==> config.mk <==
export PLATFORM = sky130hd
export DESIGN_NAME = wbs_mem_arbiter
export DESIGN_NICKNAME = d
export VERILOG_FILES = /design/src/rtl/fieldious_wbs_pkg.sv /design/src/rtl/wbs_csr_regs.sv /design/src/rtl/wbs_mem_arbiter.sv
export SDC_FILE = /design/constraint.sdc
export NUM_CORES = 1
export LEC_CHECK = 0
export ABC_CLOCK_PERIOD_IN_PS = 3790
export CAP_MARGIN = 20
export CELL_PAD_IN_SITES_DETAIL_PLACEMENT = 2
export CELL_PAD_IN_SITES_GLOBAL_PLACEMENT = 2
export CORE_ASPECT_RATIO = 1.5
export CORE_MARGIN = 2
export CORE_UTILIZATION = 28
export DETAILED_ROUTE_END_ITERATION = 8
export GPL_TIMING_DRIVEN = 0
export MAX_ROUTING_LAYER = met4
export PLACE_DENSITY_LB_ADDON = 0.1
export SYNTH_ARGS = -nofsm -noshare
export SYNTH_HDL_FRONTEND = slang
export SYNTH_HIERARCHICAL = 1
export SYNTH_SLANG_ARGS = --single-unit
export TNS_END_PERCENT = 100
==> constraint.sdc <==
create_clock -name wb_clk_i -period 3.79 [get_ports wb_clk_i]
set_input_delay 0.758 -clock wb_clk_i [delete_from_list [all_inputs] [get_ports wb_clk_i]]
set_output_delay 0.758 -clock wb_clk_i [all_outputs]
set_load 0.02 [all_outputs]
==> src/rtl/fieldious_wbs_pkg.sv <==
// Shared constants for the kd-tree Wishbone slave: address windows, CSR offsets,
// arbiter states and the window decoder.
package fieldious_wbs_pkg;

    localparam int DEF_DATA_WIDTH = 11;
    localparam int DEF_LEAF_AW    = 9;
    localparam int DEF_QUERY_AW   = 9;
    localparam int DEF_BEST_AW    = 9;
    localparam int DEF_NODE_AW    = 6;
    localparam int WADDR_W        = 9;

    localparam logic [31:0] REGION_MASK  = 32'hFFFF_0000;
    localparam logic [31:0] REGION_CSR   = 32'h3000_0000;
    localparam logic [31:0] REGION_QUERY = 32'h3001_0000;
    localparam logic [31:0] REGION_LEAF  = 32'h3002_0000;
    localparam logic [31:0] REGION_BEST  = 32'h3003_0000;
    localparam logic [31:0] REGION_NODE  = 32'h3004_0000;

    localparam logic [15:0] CSR_MODE  = 16'h0000;
    localparam logic [15:0] CSR_DEBUG = 16'h0004;
    localparam logic [15:0] CSR_DONE  = 16'h0008;
    localparam logic [15:0] CSR_START = 16'h000C;
    localparam logic [15:0] CSR_BUSY  = 16'h0010;
    localparam logic [15:0] CSR_PERF  = 16'h0014;

    typedef enum logic [2:0] {
        ST_IDLE,
        ST_REG,
        ST_WR_LO,
        ST_WR_HI,
        ST_NODE_WR,
        ST_RD_REQ,
        ST_RD_WAIT,
        ST_ACK
    } arb_state_t;

    typedef enum logic [2:0] {
        RGN_NONE,
        RGN_CSR,
        RGN_QUERY,
        RGN_LEAF,
        RGN_BEST,
        RGN_NODE
    } region_t;

    function automatic region_t decode_region(input logic [31:0] adr);
        logic [31:0] base;
        base = adr & REGION_MASK;
        case (base)
            REGION_CSR:   return RGN_CSR;
            REGION_QUERY: return RGN_QUERY;
            REGION_LEAF:  return RGN_LEAF;
            REGION_BEST:  return RGN_BEST;
            REGION_NODE:  return RGN_NODE;
            default:      return RGN_NONE;
        endcase
    endfunction

endpackage

==> src/rtl/wbs_csr_regs.sv <==
// MODE/DEBUG/DONE/ERR storage and CSR readback mux for the kd-tree Wishbone slave.
// WBS_ARB_PERF_EN adds a saturating fsm_busy cycle counter at offset 0x14.
module wbs_csr_regs
    import fieldious_wbs_pkg::*;
(
    input  logic        i_clk,
    input  logic        i_rstN,
    input  logic        i_wrEn,
    input  logic [15:0] i_offset,
    input  logic        i_wrBit0,
    input  logic        i_wrErrClr,
    input  logic        i_fsmStart,
    input  logic        i_fsmDone,
    input  logic        i_fsmBusy,
    input  logic        i_errSet,
    output logic [31:0] o_rdata,
    output logic        o_mode,
    output logic        o_debug
);

    logic r_mode;
    logic r_debug;
    logic r_done;
    logic r_err;

    // A new error report takes priority over a simultaneous software clear.
    always_ff @(posedge i_clk) begin
        if (!i_rstN) begin
            r_mode  <= 1'b0;
            r_debug <= 1'b0;
            r_done  <= 1'b0;
            r_err   <= 1'b0;
        end else begin
            if (i_wrEn && i_offset == CSR_MODE)
                r_mode <= i_wrBit0;
            if (i_wrEn && i_offset == CSR_DEBUG)
                r_debug <= i_wrBit0;
            if (i_fsmStart)
                r_done <= 1'b0;
            else if (i_fsmDone)
                r_done <= 1'b1;
            if (i_errSet)
                r_err <= 1'b1;
            else if (i_wrEn && i_offset == CSR_DEBUG && i_wrErrClr)
                r_err <= 1'b0;
        end
    end

`ifdef WBS_ARB_PERF_EN
    logic [31:0] r_perfCnt;

    always_ff @(posedge i_clk) begin
        if (!i_rstN)
            r_perfCnt <= '0;
        else if (i_fsmStart)
            r_perfCnt <= '0;
        else if (i_fsmBusy && r_perfCnt != 32'hFFFF_FFFF)
            r_perfCnt <= r_perfCnt + 32'd1;
    end
`endif

    always_comb begin
        o_rdata = '0;
        case (i_offset)
            CSR_MODE:  o_rdata = {31'b0, r_mode};
            CSR_DEBUG: o_rdata = {r_err, 30'b0, r_debug};
            CSR_DONE:  o_rdata = {31'b0, r_done};
            CSR_BUSY:  o_rdata = {31'b0, i_fsmBusy};
`ifdef WBS_ARB_PERF_EN
            CSR_PERF:  o_rdata = r_perfCnt;
`endif
            default:   o_rdata = '0;
        endcase
    end

    assign o_mode  = r_mode;
    assign o_debug = r_debug;

endmodule

==> src/rtl/wbs_mem_arbiter.sv <==
// Wishbone slave between Caravel and the kd-tree accelerator: CSR/SRAM window decode,
// 64-bit write pairing, best-array reads, search FSM start. Optional macro: WBS_ARB_PERF_EN.
module wbs_mem_arbiter
    import fieldious_wbs_pkg::*;
#(
    parameter int DATA_WIDTH = DEF_DATA_WIDTH,
    parameter int LEAF_AW    = DEF_LEAF_AW,
    parameter int QUERY_AW   = DEF_QUERY_AW,
    parameter int BEST_AW    = DEF_BEST_AW,
    parameter int NODE_AW    = DEF_NODE_AW
) (
    input  logic                  wb_clk_i,
    input  logic                  rst_n,
    input  logic                  wbs_stb_i,
    input  logic                  wbs_cyc_i,
    input  logic                  wbs_we_i,
    input  logic [3:0]            wbs_sel_i,
    input  logic [31:0]           wbs_adr_i,
    input  logic [31:0]           wbs_dat_i,
    output logic                  wbs_ack_o,
    output logic [31:0]           wbs_dat_o,
    output logic [63:0]           mem_wdata,
    output logic [WADDR_W-1:0]    mem_waddr,
    output logic                  leaf_we,
    output logic                  query_we,
    output logic                  node_we,
    output logic                  best_csb,
    output logic [BEST_AW-1:0]    best_addr,
    input  logic [DATA_WIDTH-1:0] best_rdata,
    output logic                  fsm_start,
    input  logic                  fsm_busy,
    input  logic                  fsm_done,
    output logic                  mode,
    output logic                  debug
);

    arb_state_t         r_state;
    region_t            r_region;
    logic [15:0]        r_off;
    logic [31:0]        r_dat;
    logic               r_we;
    logic               r_blocked;
    logic [31:0]        r_loBuf;
    logic               r_loValid;
    logic               r_errSet;
    logic               r_ack;
    logic [31:0]        r_datO;
    logic [63:0]        r_memWdata;
    logic [WADDR_W-1:0] r_memWaddr;
    logic               r_leafWe;
    logic               r_queryWe;
    logic               r_nodeWe;
    logic               r_bestCsb;
    logic [BEST_AW-1:0] r_bestAddr;
    logic               r_fsmStart;

    region_t     w_region;
    logic        w_shared;
    logic        w_accept;
    logic        w_csrWr;
    logic [31:0] w_csrRdata;

    // Partial byte selects behave exactly like a full-word access.
    assign w_accept = wbs_cyc_i & wbs_stb_i & (|{wbs_sel_i, 1'b1});
    assign w_region = decode_region(wbs_adr_i);
    assign w_shared = (w_region == RGN_LEAF) || (w_region == RGN_QUERY) ||
                      (w_region == RGN_BEST) || (w_region == RGN_NODE);
    assign w_csrWr  = (r_state == ST_REG) && (r_region == RGN_CSR) && r_we;

    wbs_csr_regs u_csr (
        .i_clk      (wb_clk_i),
        .i_rstN     (rst_n),
        .i_wrEn     (w_csrWr),
        .i_offset   (r_off),
        .i_wrBit0   (r_dat[0]),
        .i_wrErrClr (r_dat[31]),
        .i_fsmStart (r_fsmStart),
        .i_fsmDone  (fsm_done),
        .i_fsmBusy  (fsm_busy),
        .i_errSet   (r_errSet),
        .o_rdata    (w_csrRdata),
        .o_mode     (mode),
        .o_debug    (debug)
    );

    // Busy ownership is sampled at accept so every path keeps its normal ack latency.
    always_ff @(posedge wb_clk_i) begin
        if (!rst_n) begin
            r_state    <= ST_IDLE;
            r_region   <= RGN_NONE;
            r_off      <= '0;
            r_dat      <= '0;
            r_we       <= 1'b0;
            r_blocked  <= 1'b0;
            r_loBuf    <= '0;
            r_loValid  <= 1'b0;
            r_errSet   <= 1'b0;
            r_ack      <= 1'b0;
            r_datO     <= '0;
            r_memWdata <= '0;
            r_memWaddr <= '0;
            r_leafWe   <= 1'b0;
            r_queryWe  <= 1'b0;
            r_nodeWe   <= 1'b0;
            r_bestCsb  <= 1'b1;
            r_bestAddr <= '0;
            r_fsmStart <= 1'b0;
        end else begin
            r_ack      <= 1'b0;
            r_leafWe   <= 1'b0;
            r_queryWe  <= 1'b0;
            r_nodeWe   <= 1'b0;
            r_fsmStart <= 1'b0;
            r_errSet   <= 1'b0;
            case (r_state)
                ST_IDLE: begin
                    if (w_accept) begin
                        r_off     <= wbs_adr_i[15:0];
                        r_dat     <= wbs_dat_i;
                        r_we      <= wbs_we_i;
                        r_region  <= w_region;
                        r_blocked <= w_shared & fsm_busy;
                        if ((w_region == RGN_LEAF || w_region == RGN_QUERY) && wbs_we_i)
                            r_state <= wbs_adr_i[2] ? ST_WR_HI : ST_WR_LO;
                        else if (w_region == RGN_NODE && wbs_we_i)
                            r_state <= ST_NODE_WR;
                        else if (w_region == RGN_BEST && !wbs_we_i) begin
                            r_state    <= ST_RD_REQ;
                            r_bestAddr <= wbs_adr_i[BEST_AW+2:3];
                            r_bestCsb  <= fsm_busy | wbs_adr_i[2];
                        end else
                            r_state <= ST_REG;
                    end
                end
                ST_REG: begin
                    r_datO <= '0;
                    if (r_region == RGN_CSR) begin
                        if (!r_we)
                            r_datO <= w_csrRdata;
                        else if (r_off == CSR_START) begin
                            if (fsm_busy)
                                r_errSet <= 1'b1;
                            else
                                r_fsmStart <= 1'b1;
                        end
                    end else if (r_blocked)
                        r_errSet <= 1'b1;
                    r_ack   <= 1'b1;
                    r_state <= ST_ACK;
                end
                ST_WR_LO: begin
                    if (r_blocked)
                        r_errSet <= 1'b1;
                    else begin
                        r_loBuf   <= r_dat;
                        r_loValid <= 1'b1;
                    end
                    r_datO  <= '0;
                    r_ack   <= 1'b1;
                    r_state <= ST_ACK;
                end
                ST_WR_HI: begin
                    if (r_blocked)
                        r_errSet <= 1'b1;
                    else begin
                        r_memWdata <= {r_dat, (r_loValid ? r_loBuf : 32'h0)};
                        r_loValid  <= 1'b0;
                        if (!r_loValid)
                            r_errSet <= 1'b1;
                        if (r_region == RGN_LEAF) begin
                            r_leafWe   <= 1'b1;
                            r_memWaddr <= WADDR_W'(r_off[LEAF_AW+2:3]);
                        end else begin
                            r_queryWe  <= 1'b1;
                            r_memWaddr <= WADDR_W'(r_off[QUERY_AW+2:3]);
                        end
                    end
                    r_datO  <= '0;
                    r_ack   <= 1'b1;
                    r_state <= ST_ACK;
                end
                ST_NODE_WR: begin
                    if (r_blocked)
                        r_errSet <= 1'b1;
                    else begin
                        r_nodeWe   <= 1'b1;
                        r_memWdata <= 64'(r_dat[21:0]);
                        r_memWaddr <= WADDR_W'(r_off[NODE_AW+1:2]);
                    end
                    r_datO  <= '0;
                    r_ack   <= 1'b1;
                    r_state <= ST_ACK;
                end
                ST_RD_REQ: begin
                    r_bestCsb <= 1'b1;
                    r_state   <= ST_RD_WAIT;
                end
                ST_RD_WAIT: begin
                    r_datO  <= (r_blocked || r_off[2]) ? 32'h0 : 32'(best_rdata);
                    r_ack   <= 1'b1;
                    r_state <= ST_ACK;
                end
                ST_ACK:  r_state <= ST_IDLE;
                default: r_state <= ST_IDLE;
            endcase
        end
    end

    assign wbs_ack_o = r_ack;
    assign wbs_dat_o = r_datO;
    assign mem_wdata = r_memWdata;
    assign mem_waddr = r_memWaddr;
    assign leaf_we   = r_leafWe;
    assign query_we  = r_queryWe;
    assign node_we   = r_nodeWe;
    assign best_csb  = r_bestCsb;
    assign best_addr = r_bestAddr;
    assign fsm_start = r_fsmStart;

endmodule
==> flow_summary.yaml <==
yosys:
  synthArstFlopShare_pct: 0
  ys_ff_latch: 214
  synthXorXnorAreaFrac_pct: 0.102
  synth_top_area_share_pct: 50.0
  syn_area_sq_um: 8580
  netlist_instances: 1060
  muxShareOfSynthArea_pct: 0.233
  yosys.area.top_type: "dfxtp_1"
  yosys-top-cells-area: "dfxtp_1, nand2_1, a21oi_1"
  yosysWarnings: 6
  synth_cell_types: 52
  yosysSeqAreaShare_pct: 50.0
  synthAdderAreaFrac_pct: 0.409
  synth_top_family_by_area: "simple AND/OR/NAND/NOR gates"
  synth-simple-area-share_pct: 24.5
  synth_edf_count: 0
  synth-main-ff-cell: "dfxtp_1"
  syn_avg_cell_area_sq_um: 8.09
  synth_compound_area_share_pct: 17.5
timing:
  tightest_slew_ns: 0.894
  hold_viol: 0
  fin_crit_ns: 3.39
  layout_worst_path_cycle_share_pct: 89.4
  fin_skew_ns: 0.0139
  worst_slack_ns: 0.403
  fmax_mhz: 295
  finalSetupViolations: 0
  tns_ns: 0
  rsz0062_at_grt: "no"
  slew_headroom_pct: 39.9
  final-max-slew-violation-count: 0
setup_path:
  crit_required_ns: 4.23
  worst_path_largest_cell_delay_ns: 0.46
  crit_fanout: 10
  critPathCaptureType: "flop"
  crit_path_top_delay_cell: "or4_1"
  crit_chain: "clkdlybuf4s50_1 > nor4bb_1 > and4_1 > clkbuf_1 > buf_2 > o21ai_0 > ha_1 > maj3_1 > or4_1 > a21oi_1"
  cp_data_arrival_time_ns: 3.82
  cp-start-kind: "input pin"
  path_class: "input pin to flop"
clock_tree:
  cts_made_buffers: 23
  cts-root-buf: "clkbuf_16"
  clk_latency_ns: 0.52
  cts_buffer_depth: 3
  htree_levels: 1
  cts_tree: "yes"
  clock-sinks: 214
  clkTransAtPathRegs_ns: 0.06
  postCtsSetupBuffers: 0
drt:
  vias: 8560
  postRouteAntennaNets: 0
  firstDrtPassIters: 5
  via_per_inst: 4.94
  drc: 0
  routed_wl_microns: 33900
  drt_iter0_drc: 298
  wl_per_cell_microns: 19.6
grt:
  antenna_found_initial: 1
  gr-usage-all-layers_pct: 21.5
  grt_pass1_wl_microns: 53000
  grt_pass1_vias: 9404
  grt_overflow_total: 0
  grt_max_degree: 14
placed_design:
  numPlacedInstances: 1692
  place_congestion: 0.776
  pre_cts_ws_ns: -0.328
  port_buffers: 203
  hpwl_microns: 25400
power_and_ir_drop:
  powerDensity_nw_per_um2: 641
  ir_drop_mv: 0.242
  total_power_w: 0.00769
  leakagePower_nw: 4.07
cells_and_area:
  area_delta_synth_final_pct: 39.9
  nets: 1405
  fillers: 3442
  drive_above_1_share_pct: 7.95
  multiInputGateArea_sq_um: 3780
  seq_area_sq_um: 4280
  final_cells: 1734
die:
  pin_count: 208
  fp.dieW_microns: 147
  core.rowCount: 78
  start_util_pct: 28.4
  die_h_microns: 218
  core_sq_um: 30200
  die_area_sq_um: 32100
run:
  maxCapViolCount: 0
hold_path:
  min_path_type: "flop to flop"
status:
  outcome: "complete, no violations"
state kept, by name, indices dropped and copies added (netlist names), 3 cells and up:
register and flops:
best_addr 9, r_dat 32, r_loBuf 32, r_off 16, mem_waddr 9, r_state 3
wbs_dat_o 32, mem_wdata 64, r_region 3
cells in the mapped netlist (all sizes together) (2+ instances only):
cell type,instances
a21oi,145
or3b,2
inv,6
o31ai,11
o211ai,2
or4,5
nor3,6
nor2,73
mux2i,2
and4,2
nand3b,7
ha,2
nand3,71
a221oi,11
nand2,258
clkbuf,55
nor4bb,4
dfxtp,214
a31oi,2
nor4,5
or3,5
and3,3
nor2b,2
o221ai,2
a311oi,29
o21ai,15
nor3b,10
nand4,12
a22oi,21
buf,62
per-layer routing:
layer / part of all wire (%) / track usage (%)
met5: 0 / -
met4: 2.3 / 5.58
met3: 3.8 / 3.19
met2: 54 / 40.4
met1: 40 / 23.7
cell families (layout without fill, tap and decap cells):
group | Yosys count | count (layout)
AO/OA/AOI/OAI | 245 | 245
multiplexers | 2 | 2
AND/OR/NAND/NOR | 471 | 471
buffers and inverters | 123 | 367
adder cells (fa/ha/maj) | 3 | 3
flip-flops | 214 | 214
other | 1 | 31
XOR/XNOR | 1 | 1
cell type report:
class / instances / area share [%]
antenna: 1 / 0.0209
buffer: 117 / 4.99
clock buffer: 30 / 5.35
clock inverter: 11 / 1.14
inverter: 6 / 0.188
multi-input combinational: 752 / 31.5
sequential: 214 / 35.7
tap: 400 / 4.17
timing repair buffer: 203 / 16.9
worst max-delay path, delay by kind of cell:
kind	cells	cell delay (ns)
simple gates	3	1.07
buf+inv	3	1.02
fa+ha+maj	2	0.64
compound gates	2	0.33
power breakdown:
group          switching, W  internal, W
Sequential         0.000242      0.00254
Clock              0.000965      0.00140
Combinational       0.00166     0.000879
Total               0.00287      0.00482
what timing repair did:
item	in CTS	in global routing
hold buffers	0	0
setup endpoints to repair	0	6
resized for setup	0	1
worst paths after layout:
check | end | startpoint | slack, ns | depth (start not counted)
worst min-delay path | u_csr/r_done$_SDFFE_PP0P_ | fsm_start$_SDFF_PN0_ | 0.43 | 1
worst max-delay path | r_region[0]$_SDFFE_PN0P_ | wbs_adr_i[28] | 0.40 | 10
worst max register to register | best_addr[5]$_SDFFE_PN0P_ | r_state[1]$_SDFFE_PN0P_ | 1.50 | 6
worst min register to register | u_csr/r_done$_SDFFE_PP0P_ | fsm_start$_SDFF_PN0_ | 0.43 | 1
cells in the final DEF (no fill, tap or decap), drive strengths merged, types with 2 or more instances in the layout:
cell type / count
nand2: 258
dfxtp: 214
clkdlybuf4s50: 203
a21oi: 145
clkbuf: 85
nor2: 73
nand3: 71
buf: 62
conb: 30
a311oi: 29
a22oi: 21
o21ai: 15
nand4: 12
o31ai: 11
a221oi: 11
nor3b: 10
nand3b: 7
inv: 7
clkinv: 6
nor3: 6
or3: 5
nor4: 5
or4: 5
nor4bb: 4
and3: 3
bufinv: 3
nor2b: 2
a31oi: 2
o211ai: 2
o221ai: 2
or3b: 2
and4: 2
ha: 2
mux2i: 2
metrics by stage:
stage	hold slack [ns]	instance area, sq um	utilization [%]
after detailed placement	0.422	11200	37.2
final	0.430	12000	39.8
after global placement	0.438	11200	37.2
after floorplan	0.437	8680	-
after global routing	0.448	12000	39.8
after CTS	0.437	12000	39.8
No activity file was read; power rests on OpenSTA's default activity.
